--- src/rtl/fir_pkg.sv ---
// Shared definitions for the FIR streaming front end: default sizes, sample type and FSM states.
package fir_pkg;

   localparam int DATA_WIDTH = 32;
   localparam int Q_FORMAT   = DATA_WIDTH / 2;
   localparam int NUM_REGS   = 8;

   typedef logic signed [DATA_WIDTH-1:0] sample_t;

   typedef enum logic [1:0] {
      IDLE   = 2'd0,
      SETTLE = 2'd1,
      HOLD   = 2'd2
   } fir_state_e;

   function automatic int addr_width(input int n);
      return (n > 1) ? $clog2(n) : 1;
   endfunction

endpackage

--- src/rtl/fir_tap_stream_if.sv ---
// Bundle of the sample stream, coefficient write port, mac taps and result stream of fir_tap_stream.
interface fir_tap_stream_if #(
   parameter int DATA_WIDTH = fir_pkg::DATA_WIDTH,
   parameter int NUM_REGS   = fir_pkg::NUM_REGS
);
   localparam int AW = fir_pkg::addr_width(NUM_REGS);

   logic [DATA_WIDTH-1:0]                sampleIn;
   logic                                 sampleValid;
   logic                                 sampleReady;
   logic                                 coefWrEn;
   logic [AW-1:0]                        coefAddr;
   logic [DATA_WIDTH-1:0]                coefData;
   logic                                 coefErr;
   logic                                 clearTaps;
   logic [NUM_REGS-1:0][DATA_WIDTH-1:0]  pDataOut;
   logic [NUM_REGS-1:0][DATA_WIDTH-1:0]  coefsOut;
   logic [DATA_WIDTH-1:0]                macResult;
   logic [DATA_WIDTH-1:0]                resultOut;
   logic                                 resultValid;
   logic                                 resultReady;
   logic                                 primed;

   modport slave (
      input  sampleIn, sampleValid, coefWrEn, coefAddr, coefData, clearTaps,
             macResult, resultReady,
      output sampleReady, coefErr, pDataOut, coefsOut, resultOut, resultValid, primed
   );

   modport master (
      output sampleIn, sampleValid, coefWrEn, coefAddr, coefData, clearTaps,
             macResult, resultReady,
      input  sampleReady, coefErr, pDataOut, coefsOut, resultOut, resultValid, primed
   );

endinterface

--- src/rtl/fir_tap_line.sv ---
// Tap delay line: shifts a new sample into tap 0 on load, flushes to zero on clear.
module fir_tap_line #(
   parameter int WIDTH = 32,
   parameter int DEPTH = 8
) (
   input  logic                         clk,
   input  logic                         rstN,
   input  logic                         load,
   input  logic                         clear,
   input  logic [WIDTH-1:0]             din,
   output logic [DEPTH-1:0][WIDTH-1:0]  taps
);

   always_ff @(posedge clk or negedge rstN) begin
      if (!rstN) begin
         taps <= '0;
      end else if (clear) begin
         taps <= '0;
      end else if (load) begin
         taps[0] <= din;
         for (int i = 1; i < DEPTH; i++) begin
            taps[i] <= taps[i-1];
         end
      end
   end

endmodule

--- src/rtl/fir_tap_stream.sv ---
// FIR front end: sample intake, coefficient bank, fill tracking and registered mac result stream.
//  state  | meaning
//  IDLE   | waiting for a sample; coefficient writes allowed
//  SETTLE | taps/coefs stable at the mac; capture macResult
//  HOLD   | result presented, held until the sink accepts
module fir_tap_stream
   import fir_pkg::*;
#(
   parameter int DATA_WIDTH = fir_pkg::DATA_WIDTH,
   parameter int NUM_REGS   = fir_pkg::NUM_REGS
) (
   input  logic             clk,
   input  logic             rstN,
   fir_tap_stream_if.slave  bus
);

   localparam int AW = addr_width(NUM_REGS);
   localparam int CW = $clog2(NUM_REGS + 1);

   fir_state_e                          state_q;
   fir_state_e                          state_d;
   logic                                accept;
   logic                                addr_ok;
   logic                                coef_ok;
   logic [NUM_REGS-1:0][DATA_WIDTH-1:0] coef_q;
   logic [CW-1:0]                       fill_q;
   logic [DATA_WIDTH-1:0]               result_q;
   logic                                valid_q;
   logic                                err_q;

   // Ready follows resultReady combinationally so a held result can hand off back-to-back.
   assign bus.sampleReady = rstN & ~bus.clearTaps &
                            ((state_q == IDLE) | ((state_q == HOLD) & bus.resultReady));
   assign accept = bus.sampleValid & bus.sampleReady;

   if (NUM_REGS == (1 << AW)) begin : g_addr_pow2
      assign addr_ok = 1'b1;
   end else begin : g_addr_range
      assign addr_ok = (int'(bus.coefAddr) < NUM_REGS);
   end

   assign coef_ok = bus.coefWrEn & (state_q == IDLE) & ~bus.clearTaps & addr_ok;

   always_comb begin
      state_d = state_q;
      if (bus.clearTaps) begin
         state_d = IDLE;
      end else begin
         case (state_q)
            IDLE:    if (accept) state_d = SETTLE;
            SETTLE:  state_d = HOLD;
            HOLD:    if (bus.resultReady) state_d = accept ? SETTLE : IDLE;
            default: state_d = IDLE;
         endcase
      end
   end

   always_ff @(posedge clk or negedge rstN) begin
      if (!rstN) state_q <= IDLE;
      else       state_q <= state_d;
   end

   always_ff @(posedge clk or negedge rstN) begin
      if (!rstN) begin
         result_q <= '0;
         valid_q  <= 1'b0;
      end else if (bus.clearTaps) begin
         valid_q  <= 1'b0;
      end else if (state_q == SETTLE) begin
         result_q <= bus.macResult;
         valid_q  <= 1'b1;
      end else if ((state_q == HOLD) && bus.resultReady) begin
         valid_q  <= 1'b0;
      end
   end

   always_ff @(posedge clk or negedge rstN) begin
      if (!rstN) begin
         coef_q <= '0;
         err_q  <= 1'b0;
      end else begin
         if (coef_ok) coef_q[bus.coefAddr] <= bus.coefData;
         err_q <= bus.coefWrEn & ~coef_ok;
      end
   end

   always_ff @(posedge clk or negedge rstN) begin
      if (!rstN) begin
         fill_q <= '0;
      end else if (bus.clearTaps) begin
         fill_q <= '0;
      end else if (accept && (fill_q != CW'(NUM_REGS))) begin
         fill_q <= fill_q + 1'b1;
      end
   end

   fir_tap_line #(
      .WIDTH (DATA_WIDTH),
      .DEPTH (NUM_REGS)
   ) u_tap_line (
      .clk   (clk),
      .rstN  (rstN),
      .load  (accept),
      .clear (bus.clearTaps),
      .din   (bus.sampleIn),
      .taps  (bus.pDataOut)
   );

   assign bus.coefsOut    = coef_q;
   assign bus.resultOut   = result_q;
   assign bus.resultValid = valid_q;
   assign bus.coefErr     = err_q;
   assign bus.primed      = (fill_q == CW'(NUM_REGS));

endmodule
--- src/flat_wrapper.sv ---
// flat-port wrapper written by rule: the top's interface ports become plain ports
module fir_tap_stream_flat import fir_pkg::*;
#(
   parameter int DATA_WIDTH = fir_pkg::DATA_WIDTH,
   parameter int NUM_REGS   = fir_pkg::NUM_REGS
)
  (clk, rstN, bus_sampleIn, bus_sampleValid, bus_coefWrEn, bus_coefAddr, bus_coefData, bus_clearTaps, bus_macResult, bus_resultReady, bus_sampleReady, bus_coefErr, bus_pDataOut, bus_coefsOut, bus_resultOut, bus_resultValid, bus_primed);
  fir_tap_stream_if #(.DATA_WIDTH(DATA_WIDTH), .NUM_REGS(NUM_REGS)) bus_i ();
  input  logic clk;
  input  logic rstN;
  input wire logic [$bits(bus_i.sampleIn)-1:0] bus_sampleIn;
  input wire logic [$bits(bus_i.sampleValid)-1:0] bus_sampleValid;
  input wire logic [$bits(bus_i.coefWrEn)-1:0] bus_coefWrEn;
  input wire logic [$bits(bus_i.coefAddr)-1:0] bus_coefAddr;
  input wire logic [$bits(bus_i.coefData)-1:0] bus_coefData;
  input wire logic [$bits(bus_i.clearTaps)-1:0] bus_clearTaps;
  input wire logic [$bits(bus_i.macResult)-1:0] bus_macResult;
  input wire logic [$bits(bus_i.resultReady)-1:0] bus_resultReady;
  output wire logic [$bits(bus_i.sampleReady)-1:0] bus_sampleReady;
  output wire logic [$bits(bus_i.coefErr)-1:0] bus_coefErr;
  output wire logic [$bits(bus_i.pDataOut)-1:0] bus_pDataOut;
  output wire logic [$bits(bus_i.coefsOut)-1:0] bus_coefsOut;
  output wire logic [$bits(bus_i.resultOut)-1:0] bus_resultOut;
  output wire logic [$bits(bus_i.resultValid)-1:0] bus_resultValid;
  output wire logic [$bits(bus_i.primed)-1:0] bus_primed;
  assign bus_i.sampleIn = bus_sampleIn;
  assign bus_i.sampleValid = bus_sampleValid;
  assign bus_i.coefWrEn = bus_coefWrEn;
  assign bus_i.coefAddr = bus_coefAddr;
  assign bus_i.coefData = bus_coefData;
  assign bus_i.clearTaps = bus_clearTaps;
  assign bus_i.macResult = bus_macResult;
  assign bus_i.resultReady = bus_resultReady;
  assign bus_sampleReady = bus_i.sampleReady;
  assign bus_coefErr = bus_i.coefErr;
  assign bus_pDataOut = bus_i.pDataOut;
  assign bus_coefsOut = bus_i.coefsOut;
  assign bus_resultOut = bus_i.resultOut;
  assign bus_resultValid = bus_i.resultValid;
  assign bus_primed = bus_i.primed;
  fir_tap_stream #(.DATA_WIDTH(DATA_WIDTH), .NUM_REGS(NUM_REGS)) u_core (.clk(clk), .rstN(rstN), .bus(bus_i));
endmodule
--- config.mk ---
export PLATFORM = sky130hd
export DESIGN_NAME = fir_tap_stream_flat
export DESIGN_NICKNAME = d
export VERILOG_FILES = /design/src/rtl/fir_pkg.sv /design/src/rtl/fir_tap_stream_if.sv /design/src/rtl/fir_tap_line.sv /design/src/rtl/fir_tap_stream.sv /design/src/flat_wrapper.sv
export SDC_FILE = /design/constraint.sdc
export NUM_CORES = 1
export LEC_CHECK = 0
export ABC_CLOCK_PERIOD_IN_PS = 3000
export CORE_AREA = 2 2 254 256
export DETAILED_ROUTE_END_ITERATION = 10
export DIE_AREA = 0 0 256 258
export GPL_TIMING_DRIVEN = 0
export SYNTH_ARGS = -nofsm -noshare
export SYNTH_HDL_FRONTEND = slang
export SYNTH_SLANG_ARGS = --single-unit
--- constraint.sdc ---
create_clock -name clk -period 3 [get_ports clk]
set_input_delay 0.6 -clock clk [delete_from_list [all_inputs] [get_ports clk]]
set_output_delay 0.6 -clock clk [all_outputs]
set_load 0.005 [all_outputs]
# Word-level counts from Yosys, hierarchy flattened

Index checks and enable logic that the tools add are counted.
W data, S select, Z words.

Register bits: 552
Bits of input ports: 105
Output and inout bits: 548
Logic and storage cells: 64

$add $sub $neg: 1
Magnitude comparators: 2
Equality and inequality tests: 6
Mux-type cells: 15
Bitwise operators: 10
Reduce and logical (&&, ||, !) cells: 9

Operators by type and width:

| operator              | number |
|---|---|
| $mux W256             | 2 |
| $bwmux W256           | 1 |
| $demux W32 S3         | 1 |
| $mux W32              | 1 |
| $mux W4               | 2 |
| $and A1 B1 Y1         | 7 |
| $mux W2               | 3 |
| $pmux W2 S3           | 1 |
| $add A4 B1 Y4 const B | 1 |
| $eq A4 B4 Y1 const B  | 1 |
| $lt A3 B4 Y1 const B  | 1 |
| $mux W1               | 4 |
| $ne A4 B4 Y1 const B  | 1 |
| $reduce_and A2 Y1     | 2 |
| $reduce_bool A2 Y1    | 2 |
| $ge A3 B1 Y1 const B  | 1 |
| $logic_and A1 B1 Y1   | 3 |
| $ne A3 B2 Y1 const B  | 1 |
| $ne A3 B3 Y1 const B  | 1 |
| $reduce_bool A3 Y1    | 1 |
| $eq A2 B1 Y1 const B  | 1 |
| $eq A2 B2 Y1 const B  | 1 |
| $logic_not A2 Y1      | 1 |
| $not A1 Y1            | 2 |
| $or A1 B1 Y1          | 1 |

# Logic depth before layout (Yosys ltp)

Gate-level depths: netlist (run 1).

Word-level depth: 9
Gate-level depth with buffers: 6
Gate-level depth less buffers: 6

# Modules after synthesis

A second synthesis (run 1) with hierarchy kept.

Cell total of the unflattened synthesis: 1489
Area total of the unflattened synthesis: 21962.3 µm²

By module, submodules not included:

| module         | instances | cells an instance | area an instance (µm²) | seq. area each (µm²) |
|---|---|---|---|---|
| fir_tap_stream | 1         | 664               | 11358.4                | 7407.1 |
| fir_tap_line   | 1         | 825               | 10603.9                | 6406.1 |

# Least setup slack after synthesis (run 1)

Ideal clock, no wire load.

Path type: input -> register
Start point: input port bus_clearTaps
End point: register u_core.coef_q (netlist bit u_core.bus.coefsOut[33])
Library setup time: 125 ps
Arrival: 2286 ps
Required time: 2875 ps
Setup slack: 589 ps
Stages on the path: 6
Path buffers: 3
Path through: or4b_1 > buf_2 > or4b_4 > buf_6 > buf_12 > mux2_4

Word-level cells in the longest chain between the ends: 2

Ends and longest elaborated chain:

| element                         | line                 | RTL |
|---|---|---|
| from (decl)                     | flat_wrapper.sv:16   | `input wire logic [$bits(bus_i.clearTaps)-1:0] bus_clearTaps;` |
| $not A1 Y1 (no source line)     | n/a                  |  |
| $and A1 B1 Y1                   | fir_tap_stream.sv:42 | `assign coef_ok = bus.coefWrEn & (state_q == IDLE) & ~bus.clearTaps & addr_ok;` |
| to (signal, indexed assignment) | fir_tap_stream.sv:82 | `if (coef_ok) coef_q[bus.coefAddr] <= bus.coefData;` |
| to (decl)                       | fir_tap_stream.sv:25 | `logic [NUM_REGS-1:0][DATA_WIDTH-1:0] coef_q;` |

Every way passes these cells.
A chain may end at the register's enable or synchronous reset.

# Final worst setup path (run 1)

Start point: register u_core.state_q[0]
End point: register u_core.coef_q (netlist bit u_core.bus.coefsOut[205])

Word-level cells in the longest chain between the ends: 3

Ends and longest elaborated chain:

| element                     | line                 | RTL |
|---|---|---|
| from (decl)                 | fir_tap_stream.sv:20 | `fir_state_e state_q;` |
| from (signal assigned)      | fir_tap_stream.sv:60 | `else state_q <= state_d;` |
| $logic_not A2 Y1            | fir_tap_stream.sv:42 |  |
| $and A1 B1 Y1 (2 in series) | fir_tap_stream.sv:42 |  |

Every way passes these cells.

==> impl_metrics.env, run 1 <==
export IMPL_endpoint_kind="flip-flop"
export IMPL_clkPwrFrac=0.366
export IMPL_fillerInstances=5593
export IMPL_status="finished clean"
export IMPL_hold_viol_final=0
export IMPL_synth_seq_cells=552
export IMPL_internal_power_uw=15700
export IMPL_fin_cells=3462
export IMPL_syn_nets=1939
export IMPL_root_buffer="clkbuf_16"
export IMPL_peakVddDrop_mv=0.601
export IMPL_globalplace_congestion=0.930
export IMPL_power_uw=21000
export IMPL_finalNetCount=2662
export IMPL_combPwrFrac=0.203
export IMPL_async_reset_ff_frac=1.00
export IMPL_grt_max_degree=124
export IMPL_dp_cells=3344
export IMPL_routed_wirelength_microns=83800
export IMPL_dr_pass1_iters=5
export IMPL_cp_arrival_ps=3360
export IMPL_synth_edff_count=0
export IMPL_dp_hpwl_microns=63200
export IMPL_rsz0062_at_grt="false"
export IMPL_yosysTopAreaCellShare=0.618
export IMPL_finish_utilization=0.508
export IMPL_drv_slew=0
export IMPL_overflow=0
export IMPL_wire_per_inst_microns=24.2
export IMPL_fin_crit_sh=0.956
export IMPL_netlist_instances=1832
export IMPL_post_cts_buffers=0
export IMPL_cap_violations=0
export IMPL_ys_seq_area_frac=0.618
export IMPL_p_switching_uw=5230
export IMPL_max_slew_worst_pin_slew_ps=831
export IMPL_fin_skew_ps=21.9
export IMPL_start_util=0.351
export IMPL_critPathRequiredTime_ps=3500
export IMPL_antenna_found_initial=0
export IMPL_worstSetupStartpointType="flip-flop"
export IMPL_grt_pass1_wl_microns=125000
export IMPL_worstSetupPathType="flip-flop to flip-flop"
export IMPL_drt_iter0_markers=1295
export IMPL_area_delta_synth_final_pct=44.7
export IMPL_drive_gt1_frac=0.165
export IMPL_portBuffers=652
export IMPL_seqPwrFrac=0.430
export IMPL_yosysUniqueCellTypes=34
export IMPL_hp_class="input pin to asynchronous set/reset pin"
export IMPL_path_clk_slew_ps=60
export IMPL_final_common_cell="clkdlybuf4s50_1"
export IMPL_tritoncts="built"
export IMPL_netlist_area_sq_um=22300
export IMPL_synth_ff_type="dfrtp_1"
export IMPL_hold_slack_ps=59.6
export IMPL_grt_pass1_vias=18225
export IMPL_fin_crit_ps=2870
export IMPL_die_h_microns=258
export IMPL_slew_headroom=0.446
export IMPL_ios=653
export IMPL_worstPathMaxFanout=10
export IMPL_clkSinkCount=552
export IMPL_synth_area_leaders="dfrtp_1, mux2_2, mux2_4"
export IMPL_core_sq_um=63600
export IMPL_finalSetupViolCount=0
export IMPL_vias_per_cell=5.20
export IMPL_die_area_sq_um=66000
export IMPL_mostFrequentLayoutCells="clkdlybuf4s50_1, dfrtp_1, nand3_1"
export IMPL_yosysTopAreaCell="dfrtp_1"
export IMPL_vias=18000
export IMPL_num_rows=93
export IMPL_fmax_ghz=0.349
export IMPL_p_per_area_nw_per_um2=648
export IMPL_htreeDepth=2
export IMPL_syn_area_per_cell_sq_um=12.2
export IMPL_yosysWarnings=0
export IMPL_p_sw_frac=0.250
export IMPL_cts_buffers=60
export IMPL_p_leak_uw=0.0134
export IMPL_insertion_delay_ps=640
export IMPL_antenna_left=0
export IMPL_drc=0
export IMPL_gr_usage_all_layers=0.248
export IMPL_fp_dieW_microns=256
export IMPL_clockBufferDepth=3
state kept, by name (all words and copies together) (netlist names):
name	flops
u_core.bus.coefErr	1
u_core.bus.coefsOut	256
u_core.bus.resultOut	32
u_core.bus.resultValid	1
u_core.fill_q	4
u_core.state_q	2
u_core.u_tap_line.taps	256
cells by family after synthesis:
| logic type | count (synthesis) | synth area share |
|---|---|---|
| AOI/OAI and AO/OA | 519 | 0.117 |
| adders and majority gates | 2 | 0.00112 |
| buffers and inverters | 183 | 0.0363 |
| DFF | 552 | 0.618 |
| muxes | 290 | 0.161 |
| and+or+nand+nor | 286 | 0.0662 |
path summary, 6_finish.rpt:
kind	from	cells after the start	slack, ps	to
worst max-delay path	u_core.state_q[0]$_DFFE_PN0P_	6	130	u_core.bus.coefsOut[205]$_DFFE_PN0P_
worst min-delay path	rstN	2	60	u_core.bus.coefsOut[188]$_DFFE_PN0P_
worst max register to register	u_core.state_q[0]$_DFFE_PN0P_	6	130	u_core.bus.coefsOut[205]$_DFFE_PN0P_
worst min register to register	u_core.fill_q[3]$_DFFE_PN0P_	1	490	u_core.fill_q[3]$_DFFE_PN0P_
max in group asynchronous	rstN	3	2030	u_core.bus.coefsOut[177]$_DFFE_PN0P_
min in group clk	u_core.fill_q[3]$_DFFE_PN0P_	1	490	u_core.fill_q[3]$_DFFE_PN0P_
synthesized netlist by cell type, types with 3 or more instances:
master / instances
buf_12: 3
dfrtp_1: 552
a21oi_1: 256
nor2_1: 6
buf_1: 20
mux2_4: 90
mux2_2: 196
nand2_1: 4
inv_1: 5
buf_2: 18
or4b_1: 3
nand3_1: 258
buf_6: 7
o21ai_0: 257
clkbuf_1: 130
per-stage QoR:
| stage | area [sq um] | setup TNS, ps | worst slack [ps] |
|---|---|---|---|
| 2_1_floorplan | 22300 | 0 | 589 |
| 3_3_place_gp | 29900 | - | -22870 |
| 3_5_place_dp | 30100 | -319020 | -1220 |
| 4_1_cts | 32300 | 0 | 118 |
| 5_1_grt | 32300 | 0 | 3.77 |
| 6_report | 32300 | 0 | 133 |
worst max-delay path, stage by stage (launching register included):
cell and delay [ps]:
dfrtp_1 510, or4b_1 710, buf_2 230, nor4bb_1 250
clkbuf_1 260, buf_2 380, mux2_2 380
area by class of cell:
| type | instances | area [sq um] | share of cell area |
|---|---|---|---|
| antenna | 2 | 5.00 | 0.000155 |
| buffer | 176 | 811 | 0.0251 |
| clock buffer | 94 | 1830 | 0.0566 |
| clock inverter | 18 | 225 | 0.00697 |
| inverter | 5 | 18.8 | 0.000580 |
| multi-input combinational | 1097 | 7740 | 0.239 |
| sequential | 552 | 13800 | 0.427 |
| tap | 855 | 1070 | 0.0331 |
| timing repair buffer | 663 | 6820 | 0.211 |
power groups by stage:
stage / Combinational, uW / Sequential [uW] / Clock [uW]
final: 4260 / 9020 / 7680
after detailed placement: 4260 / 9140 / 0
after CTS: 4310 / 9010 / 7820
after global routing: 4490 / 9130 / 8140
after global placement: 4190 / 9130 / 0
after floorplan: 1240 / 9160 / 0
metal layers:
metal	wire (microns)	GRT usage	vias to the layer above	part of all wire
met2	40800	0.420	683	0.49
li1	-	-	8041	-
met1	33100	0.297	9149	0.39
met4	2380	0.0723	0	0.028
met5	0	0	-	0
met3	7560	0.0916	127	0.090
timing repair:
item,in CTS,in global routing
gates resized for setup,15,1
gates cloned,2,0
hold endpoints to repair,38,0
hold buffers,4,0
setup endpoints to repair,221,4
pin swaps,0,0
(Power assumes the default switching activity.)
==> run 2, diff against run 1 <==
- ABC_AREA: not set -> 1
- CORE_AREA: 2 2 254 256 -> 2 2 253 255
- DIE_AREA: 0 0 256 258 -> 0 0 255 257
==> impl_metrics.env, run 2 <==
export IMPL_status="finished clean"
export IMPL_antenna_left=0
export IMPL_crit_buf_inv=2
export IMPL_path_clk_slew_ps=60
export IMPL_max_slew_worst_pin_slew_ps=734
export IMPL_wire_per_inst_microns=20.9
export IMPL_synth_ff_type="dfrtp_1"
export IMPL_portBuffers=652
export IMPL_num_rows=92
export IMPL_htreeDepth=2
export IMPL_p_per_area_nw_per_um2=684
export IMPL_crit_start="u_core.fill_q[0]$_DFFE_PN0P_"
export IMPL_fin_crit_sh=0.943
export IMPL_syn_nets=2207
export IMPL_clockBufferDepth=3
export IMPL_overflow=0
export IMPL_fin_cells=3723
export IMPL_slew_headroom=0.511
export IMPL_syn_area_per_cell_sq_um=9.95
export IMPL_drive_gt1_frac=0.0786
export IMPL_drv_slew=0
export IMPL_yosysTopAreaCellShare=0.661
export IMPL_routed_wirelength_microns=77800
export IMPL_clkPwrFrac=0.371
export IMPL_netlist_instances=2100
export IMPL_fp_dieW_microns=255
export IMPL_cp_depth=5
export IMPL_insertion_delay_ps=610
export IMPL_hold_viol_final=0
export IMPL_place_area_sq_um=28600
export IMPL_internal_power_uw=15700
export IMPL_worstPathMaxFanout=5
export IMPL_ios=653
export IMPL_critPathRequiredTime_ps=2400
export IMPL_die_area_sq_um=65500
export IMPL_fin_skew_ps=18.7
export IMPL_root_buffer="clkbuf_16"
export IMPL_power_uw=21200
export IMPL_synth_edff_count=0
export IMPL_p_leak_uw=0.0147
export IMPL_rr_startpoint="u_core.state_q[0]$_DFFE_PN0P_"
export IMPL_tritoncts="built"
export IMPL_globalplace_congestion=0.872
export IMPL_path_cells="inv_1 > ha_1 > nand2_1 > nor2_1 > clkdlybuf4s50_1"
export IMPL_worstReg2RegEnd="u_core.u_tap_line.taps[226]$_DFFE_PN0P_"
export IMPL_grt_pass1_wl_microns=116000
export IMPL_die_h_microns=257
export IMPL_worstSetupStartpointType="flip-flop"
export IMPL_peakVddDrop_mv=0.558
export IMPL_crit_family="buffers and inverters"
export IMPL_mostFrequentLayoutCells="clkdlybuf4s50_1, nand2_1, dfrtp_1"
export IMPL_start_util=0.333
export IMPL_design_area_sq_um=30900
export IMPL_synth_area_leaders="dfrtp_1, nand2_1, nand3_1"
export IMPL_dp_hpwl_microns=59200
export IMPL_reg2regPathDepth=7
export IMPL_fillerInstances=5734
export IMPL_finalNetCount=2933
export IMPL_yosysMostFrequentCell="nand2_1"
export IMPL_finalSetupViolCount=0
export IMPL_netlist_area_sq_um=20900
export IMPL_antenna_found_initial=2
export IMPL_seqPwrFrac=0.429
export IMPL_crit_end="bus_primed"
export IMPL_cts_buffers=60
export IMPL_fmax_ghz=0.353
export IMPL_combPwrFrac=0.200
export IMPL_drt_iter0_markers=1183
export IMPL_gr_usage_all_layers=0.234
export IMPL_finish_utilization=0.493
export IMPL_grt_pass1_vias=18122
export IMPL_vias_per_cell=4.83
export IMPL_p_switching_uw=5480
export IMPL_cp_arrival_ps=2230
export IMPL_worstSetupPathType="flip-flop to primary output"
export IMPL_fin_crit_ps=2830
export IMPL_slowest_stage="clkdlybuf4s50_1"
export IMPL_cap_violations=0
export IMPL_yosysTopAreaCell="dfrtp_1"
export IMPL_dr_pass1_iters=5
export IMPL_clkSinkCount=552
export IMPL_yosysWarnings=0
export IMPL_dp_cells=3603
export IMPL_hp_class="input pin to asynchronous set/reset pin"
export IMPL_r2r_slack_ps=710
export IMPL_p_sw_frac=0.259
export IMPL_rsz0062_at_grt="false"
export IMPL_grt_max_degree=107
export IMPL_async_reset_ff_frac=1.00
export IMPL_synth_seq_cells=552
export IMPL_area_delta_synth_final_pct=48.1
export IMPL_max_stage_delay_ps=600
export IMPL_drc=0
export IMPL_core_sq_um=62700
export IMPL_vias=18000
export IMPL_final_common_cell="clkdlybuf4s50_1"
export IMPL_yosys_top_cells_count="nand2_1, dfrtp_1, nand3_1"
export IMPL_ys_seq_area_frac=0.661
export IMPL_yosysUniqueCellTypes=24
export IMPL_endpoint_kind="primary output"
-- run 2: kinds of logic after synthesis --
kind of cell / synth area share
buffers and inverters: 0.0413
multiplexers: 0.0172
flip-flops: 0.661
AO/OA/AOI/OAI: 0.0623
AND/OR/NAND/NOR: 0.216
adder cells (fa/ha/maj): 0.00120
XOR/XNOR: 0.000419
-- run 2: layout make-up --
class / count / area (sq um) / area share
clock buffers: 94 / 1870 / 0.0605
flip-flops and latches: 552 / 13800 / 0.447
inverters: 45 / 169 / 0.00546
diodes: 2 / 5.00 / 0.000162
plain buffers: 136 / 694 / 0.0224
repair buffers: 664 / 6860 / 0.222
multi-input cells: 1367 / 6220 / 0.201
well taps: 846 / 1060 / 0.0342
clock inverters: 17 / 249 / 0.00805
-- run 2: metrics by stage --
| stage | setup TNS (ps) | setup WS (ps) | hold slack, ps |
|---|---|---|---|
| floorplan | 0 | 1250 | 304 |
| global placement | - | -22940 | 455 |
| detailed placement | -132480 | -848 | 458 |
| CTS | 0 | 134 | 52.0 |
| global route | 0 | 61.9 | 70.1 |
| finish | 0 | 170 | 79.0 |
-- run 2: power by group through the flow --
stage	Sequential (uW)	Clock (uW)	Combinational, uW
floorplan	9220	0	1110
global placement	9180	0	4170
detailed placement	9190	0	4250
CTS	9070	7980	4300
global route	9200	8300	4570
finish	9080	7840	4240
-- run 2: per-layer routing --
layer / vias to the layer above / part of all wire / track usage
li1: 8311 / - / -
met1: 8832 / 0.41 / 0.302
met2: 687 / 0.47 / 0.374
met3: 166 / 0.071 / 0.0557
met4: 4 / 0.047 / 0.103
met5: - / 0.00026 / 0
-- run 2: worst reg2reg max path: stages, from the launching register on --
cell	delay (ps)
dfrtp_1	420
nor2_4	190
nand4_1	240
clkinv_1	180
buf_2	310
clkbuf_1	600
nand3_1	190
nand2_1	110
-- run 2: worst min path at each step --
stage	startpoint	endpoint	slack, ps	cells after the start
global placement	u_core.u_tap_line.taps[238]$_DFFE_PN0P_	u_core.u_tap_line.taps[238]$_DFFE_PN0P_	460	2
CTS	rstN	u_core.u_tap_line.taps[226]$_DFFE_PN0P_	50	3
global route	rstN	u_core.u_tap_line.taps[6]$_DFFE_PN0P_	70	3
floorplan	rstN	u_core.bus.coefErr$_DFF_PN0_	300	0
detailed placement	u_core.u_tap_line.taps[238]$_DFFE_PN0P_	u_core.u_tap_line.taps[238]$_DFFE_PN0P_	460	2
finish	rstN	u_core.u_tap_line.taps[226]$_DFFE_PN0P_	80	3
-- run 2: timing repair --
| item | 4_1_cts | 5_1_grt |
|---|---|---|
| setup endpoints to repair | 15 | 0 |
| buffers inserted | 0 | 0 |
| resized for setup | 1 | 0 |
| hold buffers | 4 | 0 |
| endpoints found under the hold margin | 57 | 0 |
